<file path="config.mk">
export PLATFORM = sky130hd
export DESIGN_NAME = detector_frame_stats_flat
export DESIGN_NICKNAME = d
export VERILOG_FILES = /design/src/rtl/detector_frame_stats_pkg.sv /design/src/rtl/detector_frame_stats_if.sv /design/src/rtl/detector_frame_stats_regs.sv /design/src/rtl/detector_frame_stats.sv /design/src/flat_wrapper.sv
export SDC_FILE = /design/constraint.sdc
export NUM_CORES = 1
export LEC_CHECK = 0
export CORE_ASPECT_RATIO = 1.5
export CORE_UTILIZATION = 50
export CTS_CLUSTER_SIZE = 8
export DETAILED_ROUTE_END_ITERATION = 7
export HOLD_SLACK_MARGIN = 0.15
export MAX_ROUTING_LAYER = met4
export PLACE_DENSITY = 0.75
export REMOVE_ABC_BUFFERS = 1
export SETUP_SLACK_MARGIN = 0.1
export SLEW_MARGIN = 10
export SYNTH_ARGS = -nofsm -noshare
export SYNTH_HDL_FRONTEND = slang
export SYNTH_SLANG_ARGS = --single-unit
export TNS_END_PERCENT = 1
</file>
<file path="constraint.sdc">
create_clock -name clk -period 2.5 [get_ports clk]
set_input_delay 0.5 -clock clk [delete_from_list [all_inputs] [get_ports clk]]
set_output_delay 0.5 -clock clk [all_outputs]
set_load 0.01 [all_outputs]
</file>
<file path="src/rtl/detector_frame_stats_pkg.sv">
// Shared definitions for the detector frame statistics block:
// register map, bit positions, FSM states and saturating helpers.
package detector_frame_stats_pkg;

  localparam logic [2:0] ADDR_CTRL   = 3'd0;
  localparam logic [2:0] ADDR_STATUS = 3'd1;
  localparam logic [2:0] ADDR_SUM    = 3'd2;
  localparam logic [2:0] ADDR_MINMAX = 3'd3;
  localparam logic [2:0] ADDR_PIXCNT = 3'd4;

  localparam int CTRL_ENABLE      = 0;
  localparam int CTRL_IRQ_EN      = 1;
  localparam int STAT_DONE        = 0;
  localparam int STAT_SIZE_ERR    = 1;
  localparam int STAT_RESTART_ERR = 2;

  typedef enum logic {
    S_WAIT_SOP = 1'b0,
    S_IN_FRAME = 1'b1
  } state_t;

  typedef struct packed {
    logic [31:0] sum;
    logic [15:0] min;
    logic [15:0] max;
    logic [23:0] cnt;
    logic        size_err;
  } frame_stats_t;

  function automatic logic [31:0] sat_add32(input logic [31:0] a, input logic [31:0] b);
    logic [32:0] s;
    s = {1'b0, a} + {1'b0, b};
    return s[32] ? 32'hFFFF_FFFF : s[31:0];
  endfunction

  function automatic logic [23:0] sat_inc24(input logic [23:0] a);
    return (a == 24'hFF_FFFF) ? a : a + 24'd1;
  endfunction

endpackage

</file>
<file path="src/rtl/detector_frame_stats_if.sv">
// Pixel stream sink and Avalon-MM slave signals of the frame statistics block.
interface detector_frame_stats_if #(
  parameter int DATA_WIDTH = 10
);
  logic [DATA_WIDTH-1:0] din_data;
  logic                  din_valid;
  logic                  din_startofpacket;
  logic                  din_endofpacket;
  logic [2:0]            av_address;
  logic                  av_read;
  logic                  av_write;
  logic [31:0]           av_writedata;
  logic [31:0]           av_readdata;
  logic                  irq;

  modport master (
    output din_data, din_valid, din_startofpacket, din_endofpacket,
    output av_address, av_read, av_write, av_writedata,
    input  av_readdata, irq
  );

  modport slave (
    input  din_data, din_valid, din_startofpacket, din_endofpacket,
    input  av_address, av_read, av_write, av_writedata,
    output av_readdata, irq
  );
endinterface

</file>
<file path="src/rtl/detector_frame_stats_regs.sv">
// Avalon register file: CTRL, W1C status flags, latched frame results,
// registered readdata mux and the level interrupt.
module detector_frame_stats_regs
  import detector_frame_stats_pkg::*;
(
  input  logic         clk,
  input  logic         rst_n,
  input  logic [2:0]   i_address,
  input  logic         i_read,
  input  logic         i_write,
  input  logic [31:0]  i_writedata,
  output logic [31:0]  o_readdata,
  output logic         o_irq,
  output logic         o_enable,
  input  logic         i_latch,
  input  logic         i_restart,
  input  frame_stats_t i_stats
);

  logic [1:0]   r_ctrl;
  logic         r_done;
  logic         r_size_err;
  logic         r_restart_err;
  logic [15:0]  r_frame_cnt;
  frame_stats_t r_stats;
  logic [31:0]  r_readdata;
  logic [31:0]  w_rdmux;
  logic [2:0]   w_clr;
  logic         w_wdata_unused;

  assign w_wdata_unused = &{1'b0, i_writedata[31:3]};
  assign w_clr = (i_write && i_address == ADDR_STATUS) ? i_writedata[2:0] : 3'b000;

  always_comb begin
    w_rdmux = 32'd0;
    case (i_address)
      ADDR_CTRL:   w_rdmux = {30'd0, r_ctrl};
      ADDR_STATUS: w_rdmux = {r_frame_cnt, 13'd0, r_restart_err, r_size_err, r_done};
      ADDR_SUM:    w_rdmux = r_stats.sum;
      ADDR_MINMAX: w_rdmux = {r_stats.max, r_stats.min};
      ADDR_PIXCNT: w_rdmux = {8'd0, r_stats.cnt};
      default:     w_rdmux = 32'd0;
    endcase
  end

  // A set from the datapath in the same cycle as a W1C clear wins.
  always_ff @(posedge clk or negedge rst_n) begin
    if (!rst_n) begin
      r_ctrl        <= '0;
      r_done        <= 1'b0;
      r_size_err    <= 1'b0;
      r_restart_err <= 1'b0;
      r_frame_cnt   <= '0;
      r_stats       <= '0;
      r_readdata    <= '0;
    end else begin
      if (i_write && i_address == ADDR_CTRL) r_ctrl <= i_writedata[1:0];
      r_done        <= i_latch | (r_done & ~w_clr[STAT_DONE]);
      r_size_err    <= (i_latch & i_stats.size_err) | (r_size_err & ~w_clr[STAT_SIZE_ERR]);
      r_restart_err <= i_restart | (r_restart_err & ~w_clr[STAT_RESTART_ERR]);
      if (i_latch) begin
        r_stats     <= i_stats;
        r_frame_cnt <= r_frame_cnt + 16'd1;
      end
      if (i_read) r_readdata <= w_rdmux;
    end
  end

  assign o_readdata = r_readdata;
  assign o_enable   = r_ctrl[CTRL_ENABLE];
  assign o_irq      = r_ctrl[CTRL_IRQ_EN] & r_done;

endmodule

</file>
<file path="src/rtl/detector_frame_stats.sv">
// Detector frame statistics: per-frame sum/min/max/count accumulated from
// the pixel stream and latched into the register file on the eop beat.
//  state      | meaning
//  S_WAIT_SOP | idle, waiting for a sop beat to start a frame
//  S_IN_FRAME | accumulating pixels until eop (or restart on sop)
module detector_frame_stats
  import detector_frame_stats_pkg::*;
#(
  parameter int DATA_WIDTH   = 10,
  parameter int FRAME_WIDTH  = 384,
  parameter int FRAME_HEIGHT = 288
) (
  input logic clk,
  input logic rst_n,
  detector_frame_stats_if.slave bus
);

  localparam logic [23:0] FRAME_PIX = 24'(FRAME_WIDTH * FRAME_HEIGHT);

  state_t                r_state;
  logic [31:0]           r_sum;
  logic [DATA_WIDTH-1:0] r_min;
  logic [DATA_WIDTH-1:0] r_max;
  logic [23:0]           r_cnt;

  logic                  w_enable;
  logic                  w_start;
  logic                  w_cont;
  logic                  w_latch;
  logic                  w_restart;
  logic [DATA_WIDTH-1:0] w_pix;
  logic [31:0]           w_sum_nxt;
  logic [DATA_WIDTH-1:0] w_min_nxt;
  logic [DATA_WIDTH-1:0] w_max_nxt;
  logic [23:0]           w_cnt_nxt;
  frame_stats_t          w_stats;
  logic [31:0]           w_readdata;
  logic                  w_irq;

  // A sop beat always starts a fresh frame, whatever the current state.
  always_comb begin
    w_pix     = bus.din_data;
    w_start   = bus.din_valid & bus.din_startofpacket;
    w_cont    = bus.din_valid & ~bus.din_startofpacket & (r_state == S_IN_FRAME);
    w_sum_nxt = w_start ? 32'(w_pix) : sat_add32(r_sum, 32'(w_pix));
    w_min_nxt = (w_start || w_pix < r_min) ? w_pix : r_min;
    w_max_nxt = (w_start || w_pix > r_max) ? w_pix : r_max;
    w_cnt_nxt = w_start ? 24'd1 : sat_inc24(r_cnt);
    w_latch   = w_enable & bus.din_valid & bus.din_endofpacket & (w_start | w_cont);
    w_restart = w_enable & w_start & (r_state == S_IN_FRAME);
    w_stats.sum      = w_sum_nxt;
    w_stats.min      = 16'(w_min_nxt);
    w_stats.max      = 16'(w_max_nxt);
    w_stats.cnt      = w_cnt_nxt;
    w_stats.size_err = (w_cnt_nxt != FRAME_PIX);
  end

  always_ff @(posedge clk or negedge rst_n) begin
    if (!rst_n) begin
      r_state <= S_WAIT_SOP;
      r_sum   <= '0;
      r_min   <= '0;
      r_max   <= '0;
      r_cnt   <= '0;
    end else if (!w_enable) begin
      r_state <= S_WAIT_SOP;
      r_sum   <= '0;
      r_min   <= '0;
      r_max   <= '0;
      r_cnt   <= '0;
    end else if (w_start || w_cont) begin
      r_state <= w_latch ? S_WAIT_SOP : S_IN_FRAME;
      r_sum   <= w_sum_nxt;
      r_min   <= w_min_nxt;
      r_max   <= w_max_nxt;
      r_cnt   <= w_cnt_nxt;
    end
  end

  detector_frame_stats_regs u_regs (
    .clk         (clk),
    .rst_n       (rst_n),
    .i_address   (bus.av_address),
    .i_read      (bus.av_read),
    .i_write     (bus.av_write),
    .i_writedata (bus.av_writedata),
    .o_readdata  (w_readdata),
    .o_irq       (w_irq),
    .o_enable    (w_enable),
    .i_latch     (w_latch),
    .i_restart   (w_restart),
    .i_stats     (w_stats)
  );

  assign bus.av_readdata = w_readdata;
  assign bus.irq         = w_irq;

endmodule

</file>
<file path="src/flat_wrapper.sv">
// flat-port wrapper written by rule: the top's interface ports become plain ports
module detector_frame_stats_flat import detector_frame_stats_pkg::*;
#(
  parameter int DATA_WIDTH   = 10,
  parameter int FRAME_WIDTH  = 384,
  parameter int FRAME_HEIGHT = 288
)
  (clk, rst_n, bus_din_data, bus_din_valid, bus_din_startofpacket, bus_din_endofpacket, bus_av_address, bus_av_read, bus_av_write, bus_av_writedata, bus_av_readdata, bus_irq);
  detector_frame_stats_if #(.DATA_WIDTH(DATA_WIDTH)) bus_i ();
  input logic clk;
  input logic rst_n;
  input wire logic [$bits(bus_i.din_data)-1:0] bus_din_data;
  input wire logic [$bits(bus_i.din_valid)-1:0] bus_din_valid;
  input wire logic [$bits(bus_i.din_startofpacket)-1:0] bus_din_startofpacket;
  input wire logic [$bits(bus_i.din_endofpacket)-1:0] bus_din_endofpacket;
  input wire logic [$bits(bus_i.av_address)-1:0] bus_av_address;
  input wire logic [$bits(bus_i.av_read)-1:0] bus_av_read;
  input wire logic [$bits(bus_i.av_write)-1:0] bus_av_write;
  input wire logic [$bits(bus_i.av_writedata)-1:0] bus_av_writedata;
  output wire logic [$bits(bus_i.av_readdata)-1:0] bus_av_readdata;
  output wire logic [$bits(bus_i.irq)-1:0] bus_irq;
  assign bus_i.din_data = bus_din_data;
  assign bus_i.din_valid = bus_din_valid;
  assign bus_i.din_startofpacket = bus_din_startofpacket;
  assign bus_i.din_endofpacket = bus_din_endofpacket;
  assign bus_i.av_address = bus_av_address;
  assign bus_i.av_read = bus_av_read;
  assign bus_i.av_write = bus_av_write;
  assign bus_i.av_writedata = bus_av_writedata;
  assign bus_av_readdata = bus_i.av_readdata;
  assign bus_irq = bus_i.irq;
  detector_frame_stats #(.DATA_WIDTH(DATA_WIDTH), .FRAME_WIDTH(FRAME_WIDTH), .FRAME_HEIGHT(FRAME_HEIGHT)) u_core (.clk(clk), .rst_n(rst_n), .bus(bus_i));
endmodule
</file>
==> impl_metrics.toml, run 1 <==
[detailed_routing]
drt_first_iter_violations = 762
num_vias = 10100
first_pass_iters = 6
viasPerCell = 6.08
ant_nets = 0
wirelength_um = 34100
post_drt_wl_per_cell_um = 20.5
drc = 0

[placement]
dp_hpwl_um = 23800
place_congestion = 1.01
io_buffer_count = 55
dpl-instance-area_sq_um = 13100

[finish]
final_layout_size_suffix_gt1_frac = 0.220
multi_input_area_sq_um = 6010
fillers = 1708
areaGrowthSynthToFinish_pct = 29.7
fin_util = 0.664
post-route-cell-area_sq_um = 14500
final-seq-area_sq_um = 5160
nNetsFinal = 1477
antennaDiodeCount = 0

[clocking]
cts.sinks = 206
clock_latency_ns = 0.53
cts_buffer_depth = 3
cts_buffers = 29
clk_pin_slew_ns = 0.05
cts_max_level = 1
cts_tree = "built"
clock-root-buffer = "clkbuf_16"

[synth]
synth_ff_type = "dfrtp_1"
ys_seq_area_frac = 0.462
yosys_register_bits = 206
syn_area_per_cell_sq_um = 9.17
ys_warn_count = 0
synth_cell_types = 67
synth_edf_count = 0
syn-instance-count = 1216
synth.area.top_cells = "dfrtp_1 (46%), nand2_1 (5.8%), o21ai_1 (4.6%), ha_1 (3.5%), mux2i_1 (2.7%)"
synth.cell_area_sq_um = 11200
synth-async-reset-ratio = 1.00
synth_top_area_cell = "dfrtp_1"
synth_top_area_frac = 0.462

[global_routing]
grt_pass1_vias = 10200
grt_pass1_wl_um = 53900
grt_overflow = 0
grt_max_degree = 61
antenna_found_initial = 0
grt_usage = 0.317

[power_and_ir_drop]
power.total_mw = 9.49
power.density_nw_per_um2 = 656
leakage_nw = 6.30
ir_drop_uv = 534

[floorplan]
core_sq_um = 21800
die_x_um = 124
start_util = 0.512
rows = 66
die_area_sq_um = 22900
die_y_um = 185
io_pins = 85

[sta]
setup_ws_ns = -0.0176
tightest_slew_ns = 0.626
drv_slew = 0
slew_headroom = 0.581
fin_skew_ns = 0.0110
period_needed_ns = 2.52
hold_viol = 0
fmax_mhz = 397
finalCritPeriodShare = 1.01
finalSetupViolCount = 1
rsz0062_at_grt = "yes"

[worst_setup_path]
crit_family = "compound AO/OA/AOI/OAI gates"
path_cells = "ha_2 -> fa_2 -> a21o_1 -> a21oi_2 -> o21ai_4 -> a41oi_2 -> buf_6 -> or4_4 -> xor2_1 -> a21oi_1"
cp.arrival_ns = 2.97
critPathBufInv = 1
critPathSlowestCell = "or4_4"
required_ns = 2.96
startpoint_type = "flip-flop"
critPathCaptureType = "flip-flop"
path_class = "reg -> reg"
slowest_delay_ns = 0.55
path_max_fanout = 7

[job]
cap_violations = 0

[run_status]
status = "finished, violations left"
violations = "negative setup slack"

[hold_path]
hp-class = "in -> reg"
## worst reg2reg max path, stage by stage (launching register included)
cell	delay, ns
dfrtp_1	0.38
ha_2	0.21
fa_2	0.20
a21o_1	0.12
a21oi_2	0.08
o21ai_4	0.23
a41oi_2	0.20
buf_6	0.19
or4_4	0.55
xor2_1	0.16
a21oi_1	0.13
## synthesized netlist by cell type (12+ instances only)
cell      count
a21o_1       17
a21oi_1      45
a22o_1       30
a22oi_1      34
a31oi_1      12
clkbuf_1     53
dfrtp_1     206
ha_1         31
inv_1        67
mux2_2       14
mux2i_1      30
nand2_1     173
nand3_1      25
nand4_1      18
nor2_1       48
nor3_1       24
o21ai_0      55
o21ai_1     103
o22ai_1      37
xnor2_1      33
xor2_1       16
## routing by layer
| metal | part of all wire | GRT usage | vias to the layer above |
|---|---|---|---|
| met5 | 0 | - | - |
| met1 | 0.39 | 0.380 | 4924 |
| met2 | 0.49 | 0.512 | 360 |
| met4 | 0.059 | 0.176 | 0 |
| met3 | 0.061 | 0.0413 | 123 |
| li1 | - | - | 4714 |
## metrics by stage
stage	setup TNS [ns]	hold slack (ns)	std cells	setup WS, ns
6_report	-0.0176	0.450	1664	-0.0176
5_1_grt	-0.282	0.461	1664	-0.119
4_1_cts	0	0.476	1661	0.0353
3_5_place_dp	-70.87	0.464	1630	-0.861
3_3_place_gp	-63.38	0.455	1630	-0.770
2_1_floorplan	-52.15	0.204	1145	-0.814
## logic make-up (layout without fill, tap and decap cells)
group,after synthesis,count (layout),share of synthesized area
AOI/OAI and AO/OA,388,388,0.220
xor gates and xnor gates,49,49,0.0385
adders and majority gates,32,32,0.0366
buffers and inverters,139,315,0.0488
DFF,206,206,0.462
muxes,44,44,0.0411
and+or+nand+nor,358,358,0.153
## path summary, 6_finish.rpt
kind                                           start                        end  slack, ns  depth (start not counted)
min in group asynchronous                      rst_n   u_core.u_regs.r_stats[8]       0.51                          2
hold / removal                       bus_din_data[3]            u_core.r_min[3]       0.45                          3
max in group asynchronous                      rst_n            u_core.r_sum[1]       1.27                          3
setup reg to reg                     u_core.r_sum[0]  u_core.u_regs.r_stats[75]      -0.02                         10
setup / recovery                     u_core.r_sum[0]  u_core.u_regs.r_stats[75]      -0.02                         10
hold reg to reg            u_core.u_regs.r_stats[15]  u_core.u_regs.r_stats[15]       0.47                          2
## sequential cells by signal, indices dropped and copies added (netlist names)
name,flops
u_core.r_cnt,24
u_core.r_max,10
u_core.r_min,10
u_core.r_state,1
u_core.r_sum,32
u_core.u_regs.o_readdata,32
u_core.u_regs.r_ctrl,2
u_core.u_regs.r_done,1
u_core.u_regs.r_frame_cnt,16
u_core.u_regs.r_restart_err,1
u_core.u_regs.r_size_err,1
u_core.u_regs.r_stats,76
## layout by cell type, fill, tap and decap left out, types with 16 or more instances in the layout
cell / count
o22ai_1: 36
inv_1: 67
o21ai_1: 90
buf_4: 140
clkbuf_16: 29
a22o_1: 30
a22oi_1: 34
nand2_1: 170
ha_1: 27
xnor2_1: 32
mux2i_1: 26
nand3_1: 24
a21o_1: 16
nand4_1: 18
clkdlybuf4s50_1: 46
a21oi_1: 33
nor2_1: 41
o21ai_0: 52
dfrtp_1: 202
## cell type report
cell class,instances,share of cell area
Clock buffer,30,0.0511
Inverter,68,0.0176
Multi-Input combinational cell,871,0.415
Sequential cell,206,0.357
Tap cell,272,0.0235
Timing Repair Buffer,217,0.136
## power breakdown
part           internal [mW]  switching, mW
combinational          0.924           1.16
clock                   2.04           1.35
sequential              3.71          0.309
total                   6.67           2.81
## repair_timing
| action | 4_1_cts | 5_1_grt |
|---|---|---|
| gates resized for setup | 54 | 70 |
| buffers inserted | 0 | 3 |
| hold buffers | 1 | 0 |
| endpoints found under the setup margin | 107 | 107 |
| pin swaps | 24 | 40 |
| hold endpoints to repair | 55 | 0 |
Note: power is estimated with default switching activity, not from simulation.
==> inputs of run 2 (changes only) <==
--- a/config.mk
+++ b/config.mk
@@ -11,11 +11,12 @@
 export DETAILED_ROUTE_END_ITERATION = 7
 export HOLD_SLACK_MARGIN = 0.15
 export MAX_ROUTING_LAYER = met4
-export PLACE_DENSITY = 0.75
+export PLACE_DENSITY = 0.74
 export REMOVE_ABC_BUFFERS = 1
 export SETUP_SLACK_MARGIN = 0.1
 export SLEW_MARGIN = 10
 export SYNTH_ARGS = -nofsm -noshare
 export SYNTH_HDL_FRONTEND = slang
+export SYNTH_HIERARCHICAL = 1
 export SYNTH_SLANG_ARGS = --single-unit
 export TNS_END_PERCENT = 1
==> run 2 against run 1 <==
The run ends with design-rule violations, negative setup slack left. Critical path depth grew 1. Wire length increased by 1.7%. Global-route usage decreased by 1.9 points. Core utilization decreased by 0.32 points. Critical path type is now in -> reg. Critical endpoint is now u_core/u_regs/r_stats[85].
==> impl_metrics.toml, run 2 <==
[floorplan]
die_area_sq_um = 24600
die_y_um = 192
start_util = 0.508
die_x_um = 128
core_sq_um = 23600
rows = 69
io_pins = 85

[detailed_routing]
drt_first_iter_violations = 669
post_drt_wl_per_cell_um = 20.2
wirelength_um = 34700
ant_nets = 0
first_pass_iters = 7
viasPerCell = 5.93
drc = 3
num_vias = 10200

[sta]
rsz0062_at_grt = "yes"
slew_headroom = 0.597
fmax_mhz = 367
setup_ws_ns = -0.223
finalCritPeriodShare = 1.09
period_needed_ns = 2.72
final.setup.tns_ns = -5.61
fin_skew_ns = 0.0155
drv_slew = 0
finalSetupViolCount = 62
hold_viol = 0
tightest_slew_ns = 0.603

[clocking]
cts.sinks = 218
clk_pin_slew_ns = 0.05
cts_buffer_depth = 3
clock_latency_ns = 0.55
cts_tree = "built"
cts_max_level = 1
clock-root-buffer = "clkbuf_16"
cts_buffers = 31

[synth]
synth-async-reset-ratio = 1.00
synth_cell_types = 71
synth_ff_type = "dfrtp_1"
ys_warn_count = 6
syn_area_per_cell_sq_um = 10.5
synthTopCellsByCount = "dfrtp_1 (218), mux2_2 (133), nand2_1 (67)"
yosys.cell_count.top_type = "dfrtp_1"
synth_top_area_frac = 0.455
ys_seq_area_frac = 0.455
yosys_register_bits = 218
synth.cell_area_sq_um = 12000
synth_edf_count = 0
synth_top_area_cell = "dfrtp_1"
synth.area.top_cells = "dfrtp_1 (46%), mux2_2 (13%), a22o_1 (3.4%), ha_1 (3.2%), a21oi_1 (2.3%)"
syn-instance-count = 1144

[worst_setup_path]
path_cells = "clkdlybuf4s50_1 -> ha_2 -> o21ai_0 -> a21oi_1 -> a41oi_2 -> buf_6 -> or3_4 -> buf_4 -> and3_1 -> nor3_1 -> mux2_2"
required_ns = 2.99
critPathCaptureType = "flip-flop"
crit_family = "buffers and inverters"
startpoint_type = "input pin"
reg2reg_slack_ns = -0.21
path_max_fanout = 8
critPathSlowestCell = "clkdlybuf4s50_1"
path_class = "in -> reg"
slowest_delay_ns = 0.46
cp.arrival_ns = 3.21
critPathBufInv = 3

[finish]
regMostFlops = "u_core/u_regs/r_stats"
antennaDiodeCount = 0
final_common_cell = "dfrtp_1"
post-route-cell-area_sq_um = 15600
fillers = 1775
nNetsFinal = 1485
stdcell_count = 1720
layout_common_cells = "dfrtp_1 (218), buf_4 (198), mux2_2 (131), nand2_1 (66), nor2_1 (59)"
fin_util = 0.660
largest_reg_flops = 88
final_layout_size_suffix_gt1_frac = 0.327
areaGrowthSynthToFinish_pct = 29.9

[placement]
dp_hpwl_um = 24200
place_congestion = 0.951
pre_cts_ws_ns = -0.961
dpl-instance-area_sq_um = 14400
io_buffer_count = 55
dp.cells = 1668

[power_and_ir_drop]
combPwrFrac = 0.216
switching_share = 0.280
leakage_nw = 7.13
power.density_nw_per_um2 = 652
ir_drop_uv = 556
power_frac_clock = 0.357
p_switching_mw = 2.85
p_int_mw = 7.30
sequentialPowerShare = 0.426

[global_routing]
antenna_found_initial = 0
grt_pass1_vias = 10700
grt_usage = 0.298
grt_pass1_wl_um = 55400
grt_max_degree = 66
grt_overflow = 0

[run_status]
violations = "design-rule violations, negative setup slack"
status = "finished, violations left"

[job]
cap_violations = 0

[hold_path]
hp-class = "in -> reg"
run 2: cell types whose count changed after synthesis, moves of 16 or more:
cell and change:
clkbuf_1 -24, nor2_1 +16, o21ai_1 -102, mux2i_1 -20
nand3_1 +18, mux2_2 +119, nand2_1 -106, a22o_1 +17
run 2: worst min-delay path: cells and delay by family:
family          cells  cell delay (ns)
compound gates      1             0.13
buf+inv             2             0.26
run 2: stage by stage:
stage / hold WS [ns] / power (mW)
2_1_floorplan: 0.204 / 5.45
3_3_place_gp: 0.463 / 6.37
3_5_place_dp: 0.466 / 6.44
4_1_cts: 0.475 / 10.1
5_1_grt: 0.394 / 10.6
6_report: 0.386 / 10.1
run 2: layer usage:
metal / part of all wire / global-route usage
met4: 0.056 / 0.161
met5: 0 / -
met3: 0.044 / 0.0351
met2: 0.51 / 0.511
met1: 0.39 / 0.337
run 2: logic make-up (layout without fill, tap and decap cells):
kind of cell    after synthesis  count (layout)  synth area share
fa+ha+maj                    32              32            0.0340
simple gates                299             300             0.136
buf+inv                     126             371            0.0489
flops                       218             218             0.455
xor+xnor                     42              42            0.0307
other cells                   1              12          0.000313
compound gates              283             283             0.161
mux                         143             143             0.133
run 2: final timing paths:
path	to	start	depth (start not counted)
setup / recovery	u_core/u_regs/r_stats[85]	bus_din_data[5]	11
hold / removal	u_core/r_min[7]	bus_din_data[7]	3
setup reg to reg	u_core/u_regs/r_size_err	u_core/r_cnt[18]	9
hold reg to reg	u_core/u_regs/r_restart_err	u_core/u_regs/r_restart_err	1
max in group asynchronous	u_core/u_regs/r_stats[39]	rst_n	3
min in group asynchronous	u_core/r_max[9]	rst_n	2
run 2: power groups by stage:
stage / clock network, mW / registers (mW) / logic [mW]
floorplan: 0 / 4.27 / 1.18
global placement: 0 / 4.33 / 2.04
finish: 3.63 / 4.33 / 2.19
CTS: 3.68 / 4.32 / 2.15
detailed placement: 0 / 4.36 / 2.09
global route: 3.83 / 4.38 / 2.37
run 2: layout make-up:
class,count,area [sq um],share of cell area
timing repair buffer,280,2480,0.159
tap,319,399,0.0256
inverter,58,218,0.0140
clock inverter,2,17.5,0.00113
clock buffer,31,776,0.0498
sequential,218,5460,0.350
multi-input combinational,812,6220,0.400
run 2: what timing repair did:
item,in CTS,in global routing
pin swaps,22,8
endpoints found under the setup margin,103,111
resized for setup,42,35
cloned,2,0
hold buffers,1,0
setup buffers,15,1
hold endpoints to repair,60,0
==> inputs of run 3 (changes only) <==
--- a/config.mk
+++ b/config.mk
@@ -6,6 +6,7 @@
 export NUM_CORES = 1
 export LEC_CHECK = 0
 export CORE_ASPECT_RATIO = 1.5
+export CORE_MARGIN = 3
 export CORE_UTILIZATION = 50
 export CTS_CLUSTER_SIZE = 8
 export DETAILED_ROUTE_END_ITERATION = 7
==> run 3 against run 2 <==
The flow finishes with violations (negative setup slack). Register-to-register slack improved by 0.10 ns. Wire length fell by 2.0%. Count of clock-buffer cells in the layout rose by 1. Global-route usage fell by 2.9 points. Core utilization rose by 0.32 points. Critical path depth rose by 1. Worst setup slack improved by 0.11 ns. Cell count fell by 1.2%. Critical path type is now reg -> reg. Die area rose by 5.3%. Via count fell by 2.0%. Flip-flop and latch count did not move.
==> impl_metrics.toml, run 3 (same netlist as run 2, synthesis figures left out) <==
[worst_setup_path]
path_class = "reg -> reg"
required_ns = 2.94
cp.arrival_ns = 3.05
critPathCaptureType = "flip-flop"
startpoint_type = "flip-flop"
path_max_fanout = 4

[floorplan]
start_util = 0.514
die_x_um = 132
die_area_sq_um = 25900
rows = 68
die_y_um = 196
io_pins = 85
core_sq_um = 23300

[detailed_routing]
drt_first_iter_violations = 694
post_drt_wl_per_cell_um = 20.0
num_vias = 10000
wirelength_um = 34000
first_pass_iters = 6
drc = 0
viasPerCell = 5.89
ant_nets = 0

[clocking]
cts_buffers = 31
cts_buffer_depth = 3
cts_max_level = 1
cts.sinks = 218
clk_pin_slew_ns = 0.05
clock-root-buffer = "clkbuf_16"
clock_latency_ns = 0.56
cts_tree = "built"

[run_status]
violations = "negative setup slack"
status = "finished, violations left"

[placement]
dp_hpwl_um = 23900
place_congestion = 0.917
io_buffer_count = 55
pre_cts_ws_ns = -0.969

[global_routing]
grt_max_degree = 59
antenna_found_initial = 0
grt_usage = 0.268
grt_overflow = 0
grt_pass1_vias = 10300
grt_pass1_wl_um = 54700

[finish]
largest_reg_flops = 88
fin_util = 0.664
regMostFlops = "u_core/u_regs/r_stats"
final_common_cell = "dfrtp_1"
final_layout_size_suffix_gt1_frac = 0.327
layout_common_cells = "dfrtp_1 (218), buf_4 (182), mux2_2 (121), nand2_1 (67), nor2_1 (57)"
areaGrowthSynthToFinish_pct = 29.1
nNetsFinal = 1467
antennaDiodeCount = 0

[sta]
period_needed_ns = 2.61
finalCritPeriodShare = 1.04
setup_ws_ns = -0.110
hold_viol = 0
hold_ws_ns = 0.374
fmax_mhz = 383
tightest_slew_ns = 0.727
slew_headroom = 0.515
finalSetupViolCount = 24
fin_skew_ns = 0.0117
rsz0062_at_grt = "yes"
drv_slew = 0

[power_and_ir_drop]
leakage_nw = 7.07
power.total_mw = 10.2
ir_drop_uv = 566
power.density_nw_per_um2 = 657

[job]
cap_violations = 0

[hold_path]
hp-class = "in -> reg"
## run 3: cell count changes in the layout (fill, tap and decap cells not counted), moves of 5 or more
| cell | previous run | this run |
|---|---|---|
| buf_12 | 15 | 10 |
| buf_4 | 198 | 182 |
| mux2_2 | 131 | 121 |
| mux2_4 | 2 | 12 |
| o21ai_1 | 9 | 2 |
## run 3: final timing paths
kind,endpoint,startpoint,cells after the start,slack [ns]
worst min register to register,u_core/u_regs/r_restart_err,u_core/u_regs/r_restart_err,1,0.48
worst min-delay path,u_core/r_max[0],bus_din_data[0],3,0.37
worst max-delay path,u_core/u_regs/r_stats[83],u_core/r_sum[0],12,-0.11
max in group asynchronous,u_core/u_regs/r_frame_cnt[13],rst_n,3,1.16
min in group asynchronous,u_core/u_regs/o_readdata[12],rst_n,2,0.46
worst max register to register,u_core/u_regs/r_stats[83],u_core/r_sum[0],12,-0.11
## run 3: critical path: stages (launching register included)
cell and delay [ns]:
dfrtp_1 0.39, ha_2 0.19, fa_2 0.35, a211oi_2 0.22, o211ai_1 0.17, a41oi_2 0.18, buf_6 0.15, buf_12 0.11
nor2_1 0.05, and3_1 0.20, o22ai_1 0.15, nor2_1 0.06, mux2_4 0.26
## run 3: what timing repair did
action,CTS,global route
hold buffers,1,0
resized for setup,48,59
pin swaps,18,17
hold endpoints to repair,50,0
cloned,2,0
endpoints found under the setup margin,105,105
buffers inserted,4,0
## run 3: where the power goes
part,switching [mW],internal [mW]
clock,1.47,2.16
combinational,1.07,1.14
sequential,0.313,4.01
total,2.85,7.31
## run 3: area by class of cell
type	instances	area, sq um
fillers	1821	7840
multi-input cells	812	6310
flip-flops and latches	218	5460
repair buffers	262	2290
clock buffers	32	779
well taps	315	394
inverters	58	218
clock inverters	2	16.3
## run 3: metal layers
layer / global-route usage / vias to the layer above / share of wire
met5: - / - / 0
met4: 0.130 / 0 / 0.047
met3: 0.0312 / 78 / 0.041
met2: 0.454 / 280 / 0.51
met1: 0.318 / 4983 / 0.40
li1: - / 4662 / -
## run 3: per-stage QoR
| stage | instance area [sq um] | std cells | setup TNS (ns) |
|---|---|---|---|
| 2_1_floorplan | 11700 | 1087 | -244.27 |
| 3_3_place_gp | 14200 | 1658 | -75.92 |
| 3_5_place_dp | 14200 | 1658 | -82.73 |
| 4_1_cts | 15200 | 1699 | -1.94 |
| 5_1_grt | 15500 | 1699 | -4.33 |
| 6_report | 15500 | 1699 | -1.17 |
